==> config.mk <==
export PLATFORM = sky130hd
export DESIGN_NAME = cache_refill_ctrl
export DESIGN_NICKNAME = d
export VERILOG_FILES = /design/src/rtl/cache_refill_ctrl_pkg.sv /design/src/rtl/cache_line_store.sv /design/src/rtl/cache_refill_ctrl.sv
export SDC_FILE = /design/constraint.sdc
export NUM_CORES = 2
export LEC_CHECK = 0
export BUFFER_PORTS_ARGS = -buffer_cell sky130_fd_sc_hd__buf_2
export CORE_AREA = 2 2 432 434
export DETAILED_ROUTE_END_ITERATION = 8
export DIE_AREA = 0 0 434 436
export GPL_ROUTABILITY_DRIVEN = 0
export PLACE_DENSITY = 0.71
export SLEW_MARGIN = 40
export SYNTH_ARGS = -nofsm -noshare
export SYNTH_HDL_FRONTEND = slang
export SYNTH_SLANG_ARGS = --single-unit
==> constraint.sdc <==
create_clock -name clk -period 6.7 [get_ports clk]
set_clock_uncertainty 0.05 [all_clocks]
set_input_delay 1.005 -clock clk [delete_from_list [all_inputs] [get_ports clk]]
set_output_delay 1.005 -clock clk [all_outputs]
set_load 0.01 [all_outputs]
==> src/rtl/cache_refill_ctrl_pkg.sv <==
// Shared types for the direct-mapped read cache and its refill sequencer.
// Holds the FSM encoding and the address-split helpers.
package cache_refill_ctrl_pkg;

   typedef enum logic [1:0] {
      IDLE    = 2'd0,
      LOOKUP  = 2'd1,
      REFILL  = 2'd2,
      RESPOND = 2'd3
   } state_t;

   // addr[1:0] selects a byte within a word and is never used
   localparam int BYTE_W = 2;

   function automatic int tag_width(input int addr_w,
                                    input int index_w,
                                    input int offset_w);
      return addr_w - index_w - offset_w - BYTE_W;
   endfunction

endpackage

==> src/rtl/cache_line_store.sv <==
// Tag, valid and data arrays of the cache.
// Combinational read; per-word write, tag+valid write, invalidate, flush-all.
module cache_line_store
   import cache_refill_ctrl_pkg::*;
#(
   parameter int DATA_W   = 32,
   parameter int INDEX_W  = 4,
   parameter int OFFSET_W = 2,
   parameter int TAG_W    = 24
)(
   input  logic                clk,
   input  logic                rst,
   input  logic [INDEX_W-1:0]  index,
   input  logic [OFFSET_W-1:0] rd_offset,
   output logic                rd_valid,
   output logic [TAG_W-1:0]    rd_tag,
   output logic [DATA_W-1:0]   rd_data,
   input  logic                wr_en,
   input  logic [OFFSET_W-1:0] wr_offset,
   input  logic [DATA_W-1:0]   wr_data,
   input  logic                tag_we,
   input  logic [TAG_W-1:0]    wr_tag,
   input  logic                inv_en,
   input  logic                flush_all
);

   localparam int LINES = 2 ** INDEX_W;
   localparam int WORDS = 2 ** OFFSET_W;

   logic [LINES-1:0]  valid;
   logic [TAG_W-1:0]  tags  [LINES];
   logic [DATA_W-1:0] words [LINES][WORDS];

   assign rd_valid = valid[index];
   assign rd_tag   = tags[index];
   assign rd_data  = words[index][rd_offset];

   // valid bits: flush beats invalidate beats line completion
   always_ff @(posedge clk or posedge rst) begin
      if (rst)
         valid <= '0;
      else if (flush_all)
         valid <= '0;
      else if (inv_en)
         valid[index] <= 1'b0;
      else if (tag_we)
         valid[index] <= 1'b1;
   end

   // payload arrays need no reset; valid gates every use
   always_ff @(posedge clk) begin
      if (wr_en)
         words[index][wr_offset] <= wr_data;
      if (tag_we)
         tags[index] <= wr_tag;
   end

endmodule

==> src/rtl/cache_refill_ctrl.sv <==
// Direct-mapped read-only cache controller: lookup, line refill, response.
// All outputs registered; hit/miss counters saturate.
module cache_refill_ctrl
   import cache_refill_ctrl_pkg::*;
#(
   parameter int ADDR_W   = 32,
   parameter int DATA_W   = 32,
   parameter int INDEX_W  = 4,
   parameter int OFFSET_W = 2,
   parameter int CNT_W    = 32
)(
   input  logic              clk,
   input  logic              rst,
   input  logic              cpu_req,
   input  logic [ADDR_W-1:0] cpu_addr,
   output logic              cpu_ready,
   output logic [DATA_W-1:0] cpu_rdata,
   output logic              cpu_hit,
   input  logic              flush,
   output logic              mem_req,
   output logic [ADDR_W-1:0] mem_addr,
   input  logic              mem_valid,
   input  logic [DATA_W-1:0] mem_rdata,
   output logic              busy,
   output logic [CNT_W-1:0]  hit_count,
   output logic [CNT_W-1:0]  miss_count
);

   localparam int TAG_W  = tag_width(ADDR_W, INDEX_W, OFFSET_W);
   localparam int WA_W   = ADDR_W - BYTE_W;
   localparam int LINE_W = WA_W - OFFSET_W;
   localparam logic [OFFSET_W-1:0] LAST = '1;

   state_t state, state_n;

   logic [WA_W-1:0]     req_addr, req_addr_n;
   logic [OFFSET_W-1:0] beat, beat_n, beat_inc;
   logic                flush_pend, flush_pend_n;
   logic                ready_n, hit_n, mem_req_n;
   logic [DATA_W-1:0]   rdata_n;
   logic [ADDR_W-1:0]   mem_addr_n;
   logic [CNT_W-1:0]    hits_n, misses_n;
   logic                st_wr, st_tag_we, st_inv, st_flush;
   logic                rd_valid;
   logic [TAG_W-1:0]    rd_tag;
   logic [DATA_W-1:0]   rd_data;
   logic [INDEX_W-1:0]  req_index;
   logic [OFFSET_W-1:0] req_offset;
   logic [TAG_W-1:0]    req_tag;
   logic [LINE_W-1:0]   req_line;
   logic                unused_byte_bits;

   assign req_offset = req_addr[OFFSET_W-1:0];
   assign req_index  = req_addr[OFFSET_W +: INDEX_W];
   assign req_tag    = req_addr[WA_W-1 -: TAG_W];
   assign req_line   = req_addr[WA_W-1:OFFSET_W];
   assign beat_inc   = beat + OFFSET_W'(1);

   assign unused_byte_bits = ^cpu_addr[BYTE_W-1:0];

   cache_line_store #(
      .DATA_W   (DATA_W),
      .INDEX_W  (INDEX_W),
      .OFFSET_W (OFFSET_W),
      .TAG_W    (TAG_W)
   ) u_store (
      .clk       (clk),
      .rst       (rst),
      .index     (req_index),
      .rd_offset (req_offset),
      .rd_valid  (rd_valid),
      .rd_tag    (rd_tag),
      .rd_data   (rd_data),
      .wr_en     (st_wr),
      .wr_offset (beat),
      .wr_data   (mem_rdata),
      .tag_we    (st_tag_we),
      .wr_tag    (req_tag),
      .inv_en    (st_inv),
      .flush_all (st_flush)
   );

   // state register
   always_ff @(posedge clk or posedge rst) begin
      if (rst)
         state <= IDLE;
      else
         state <= state_n;
   end

   // next state, next output values and line-store controls
   always_comb begin
      state_n      = state;
      req_addr_n   = req_addr;
      beat_n       = beat;
      flush_pend_n = flush_pend | flush;
      ready_n      = 1'b0;
      hit_n        = 1'b0;
      rdata_n      = cpu_rdata;
      mem_req_n    = mem_req;
      mem_addr_n   = mem_addr;
      hits_n       = hit_count;
      misses_n     = miss_count;
      st_wr        = 1'b0;
      st_tag_we    = 1'b0;
      st_inv       = 1'b0;
      st_flush     = 1'b0;
      unique case (state)
         IDLE: begin
            if (flush || flush_pend) begin
               st_flush     = 1'b1;
               flush_pend_n = 1'b0;
            end else if (cpu_req && !cpu_ready) begin
               req_addr_n = cpu_addr[ADDR_W-1:BYTE_W];
               state_n    = LOOKUP;
            end
         end
         LOOKUP: begin
            if (rd_valid && rd_tag == req_tag) begin
               ready_n = 1'b1;
               hit_n   = 1'b1;
               rdata_n = rd_data;
               if (!(&hit_count))
                  hits_n = hit_count + CNT_W'(1);
               state_n = IDLE;
            end else begin
               st_inv     = 1'b1;
               if (!(&miss_count))
                  misses_n = miss_count + CNT_W'(1);
               beat_n     = '0;
               mem_req_n  = 1'b1;
               mem_addr_n = {req_line, {OFFSET_W{1'b0}}, 2'b00};
               state_n    = REFILL;
            end
         end
         REFILL: begin
            if (mem_valid) begin
               st_wr      = 1'b1;
               beat_n     = beat_inc;
               mem_addr_n = {req_line, beat_inc, 2'b00};
               if (beat == LAST) begin
                  st_tag_we = 1'b1;
                  mem_req_n = 1'b0;
                  state_n   = RESPOND;
               end
            end
         end
         RESPOND: begin
            ready_n = 1'b1;
            rdata_n = rd_data;
            state_n = IDLE;
         end
      endcase
   end

   // registered outputs and datapath state
   always_ff @(posedge clk or posedge rst) begin
      if (rst) begin
         req_addr   <= '0;
         beat       <= '0;
         flush_pend <= 1'b0;
         cpu_ready  <= 1'b0;
         cpu_hit    <= 1'b0;
         cpu_rdata  <= '0;
         mem_req    <= 1'b0;
         mem_addr   <= '0;
         busy       <= 1'b0;
         hit_count  <= '0;
         miss_count <= '0;
      end else begin
         req_addr   <= req_addr_n;
         beat       <= beat_n;
         flush_pend <= flush_pend_n;
         cpu_ready  <= ready_n;
         cpu_hit    <= hit_n;
         cpu_rdata  <= rdata_n;
         mem_req    <= mem_req_n;
         mem_addr   <= mem_addr_n;
         busy       <= (state_n != IDLE);
         hit_count  <= hits_n;
         miss_count <= misses_n;
      end
   end

endmodule

==> flow_summary.ini <==
[worst_setup_path]
beginning_of_the_critical_path = req_addr[5]$_DFFE_PP0P_
critPathKind = reg2reg
rr_worst_depth = 12
r2r_setup_slack_ns = 1.61
worst_ep_arrival_time_ns = 5.83
startpoint_of_the_lowest_slack_register_to_register_path = req_addr[5]$_DFFE_PP0P_
critPathCaptureType = flop
cp_max_fo = 65
crit_required_ns = 7.44
startpoint_type = flop
worst_r2r_endpoint = u_store.valid[15]$_DFFE_PP0P_

[synth]
synthArstFlopShare_pct = 6.856
synth-edff-count = 2432
synthFlopType = edfxtp_1
synth.ff_latch_count = 2611
yosysWarningCount = 0
post_synth_num_cell_types = 66
synthMostInstantiatedCell = edfxtp_1
syn_avg_cell_area_um2 = 23.51
netlist_top_cells_area = edfxtp_1 (72%), mux4_2 (17%), dfrtp_1 (4.4%), mux2_2 (0.93%), mux2i_1 (0.58%)
synth.top_cells.by_count = edfxtp_1 (2,432), mux4_2 (751), dfrtp_1 (179), nor2_1 (109), buf_2 (99)
synthesis.area_um2 = 100800
post_synth_top_area_share_pct = 72.48
synth.yosys.seq_area_share_pct = 76.92
postSynthCellCount = 4286
synth_top_area_cell = edfxtp_1

[timing]
worst-slew-pin-transition_ns = 1.023
finalCriticalPeriod_ns = 5.087
final_min_period_over_clock_period_pct = 75.93
report.final.hold_viol_count = 0
timing.setup.tns_ns = 0
rsz0062_at_grt = no
slew_viol_final = 0
max_slew_margin_pct = 31.81
maxClockFrequency_mhz = 196.6
setup_viol = 0

[cells_and_area]
layout.cells.non_filler = 7383
fin_nets = 4781
finalCoreUtilization_pct = 62.24
final_layout_size_suffix_gt1_share_pct = 34.63
synthToLayoutAreaGrowth_pct = 14.05

[routing]
vias_per_cell = 6.483
drcViolationCount = 0
route.antenna.remaining_nets = 0
detail_route.iter0.violations = 5990
drt_wl_cell_um = 32.15
drt_wl_total_mm = 237.4
route.vias.total = 47866
drt_first_pass_iters = 5

[run]
max_cap_violations = 0

[global_route]
first_global_vias = 48667
pin_count_of_the_biggest_net_entering_global_routing = 128
grt_first_pass_wirelength_mm = 344.2
grt_antenna_before_repair = 7
globalRoute.totalOverflow = 0
global_route.usage.total_pct = 25.44

[die]
start_util_pct = 54.57
dieHeight_um = 436
die_w_um = 434
placement_rows = 158
die_area_um2 = 189200
top_level_ports = 201
coreArea_um2 = 184600

[clock_network]
cts_resized = 0
clock_tree.buffer_depth = 4
cts.reportedPaths.clkPinSlew_ns = 0.06
clock_sinks = 2611
insertion_delay_ns = 0.91
cts_inserted_buffers = 277
cts_hold_buf = 0
cts_setup_buffers = 0
clock-root-buffer = clkbuf_16
clock_tree_from_tritoncts = built
cts_htree_levels = 5

[placement]
final_hpwl_dp_mm = 133.7
portBuffers = 196
dp_cells = 6902

[power]
power_density_nw_per_um2 = 401.0
power_leakage_nw = 36.92
vdd.ir_drop.worst_v = 0.0004046
final_power_mw = 46.09

[run_status]
run_status = finished clean

[min_path]
worst_hold_path_type = in2async
==> worst max-delay path, cell delays in order (launching register included) <==
cell       delay [ns]
dfrtp_4          0.76
buf_12           0.31
buf_12           0.33
mux4_2           0.36
mux2i_1          0.21
xor2_1           0.23
a22o_1           0.16
nand4_1          0.14
nor4_1           0.58
o2111ai_4        0.26
buf_4            0.43
nand2_1          0.78
o221a_2          0.33
==> power breakdown <==
group	internal, mW	switching, mW
logic	5.96	6.38
clock network	8.29	5.98
registers	18.7	0.782
==> metal layers <==
metal  track usage (%)  up-vias  wire length (um)
met3             4.454      436             19260
met2             40.46     2433            117600
met4             8.434        2              7963
li1                  -    19040                 -
met1             36.32    25955             92490
met5                 0        -                15
==> metrics by stage <==
step	instance area [um2]	setup slack [ns]	hold slack, ns
finish	114900	1.613	0.1270
global route	114900	1.463	0.1288
CTS	114800	1.636	0.1902
detailed placement	106400	1.710	0.4206
global placement	105400	1.508	0.4145
floorplan	100800	0.7864	0.4396
==> cell usage in the layout (no fill, tap or decap), types with 58 or more instances in the layout <==
cell type	count
mux2_2	83
buf_2	165
mux4_2	751
buf_4	137
mux2i_1	58
nor2_4	80
nand2_1	62
clkbuf_1	72
dfrtp_1	173
edfxtp_1	2432
clkbuf_16	285
==> sequential cells by signal, indices dropped and copies added (netlist names) <==
signal and cells:
u_store.words 2048, hit_count 32, beat 1, busy 1, cpu_ready 1, cpu_hit 1, mem_req 1, flush_pend 1
state 2, req_addr 30, miss_count 32, cpu_rdata 32, u_store.tags 384, mem_addr 29, u_store.valid 16
==> cell type report <==
type	count	area, um2
diodes	5	12.51
clock buffers	367	7540
clock inverters	104	768.2
fillers	12160	69720
inverters	18	80.08
multi-input cells	1432	22750
flip-flops and latches	2611	77530
well taps	2480	3103
repair buffers	366	3141
==> kinds of logic (layout without fill, tap and decap cells) <==
logic type / after synthesis / count (layout) / synth area share, %
multiplexers: 915 / 915 / 18.59
buffers and inverters: 244 / 855 / 1.165
XOR/XNOR: 100 / 100 / 0.8767
AO/OA/AOI/OAI: 75 / 75 / 0.6059
AND/OR/NAND/NOR: 334 / 334 / 1.761
other: 1 / 7 / 0.003722
adder cells (fa/ha/maj): 6 / 6 / 0.07450
flip-flops: 2611 / 2611 / 76.92
==> worst max path at each step <==
stage	endpoint	slack (ns)	cells past startpoint
floorplan	beat[0]$_DFFE_PP0P_	0.79	1
global placement	mem_addr[7]$_DFFE_PP0P_	1.51	11
detailed placement	u_store.valid[1]$_DFFE_PP0P_	1.71	12
CTS	u_store.valid[15]$_DFFE_PP0P_	1.64	12
global route	u_store.valid[8]$_DFFE_PP0P_	1.46	12
finish	u_store.valid[15]$_DFFE_PP0P_	1.61	12
(Power assumes the default switching activity.)
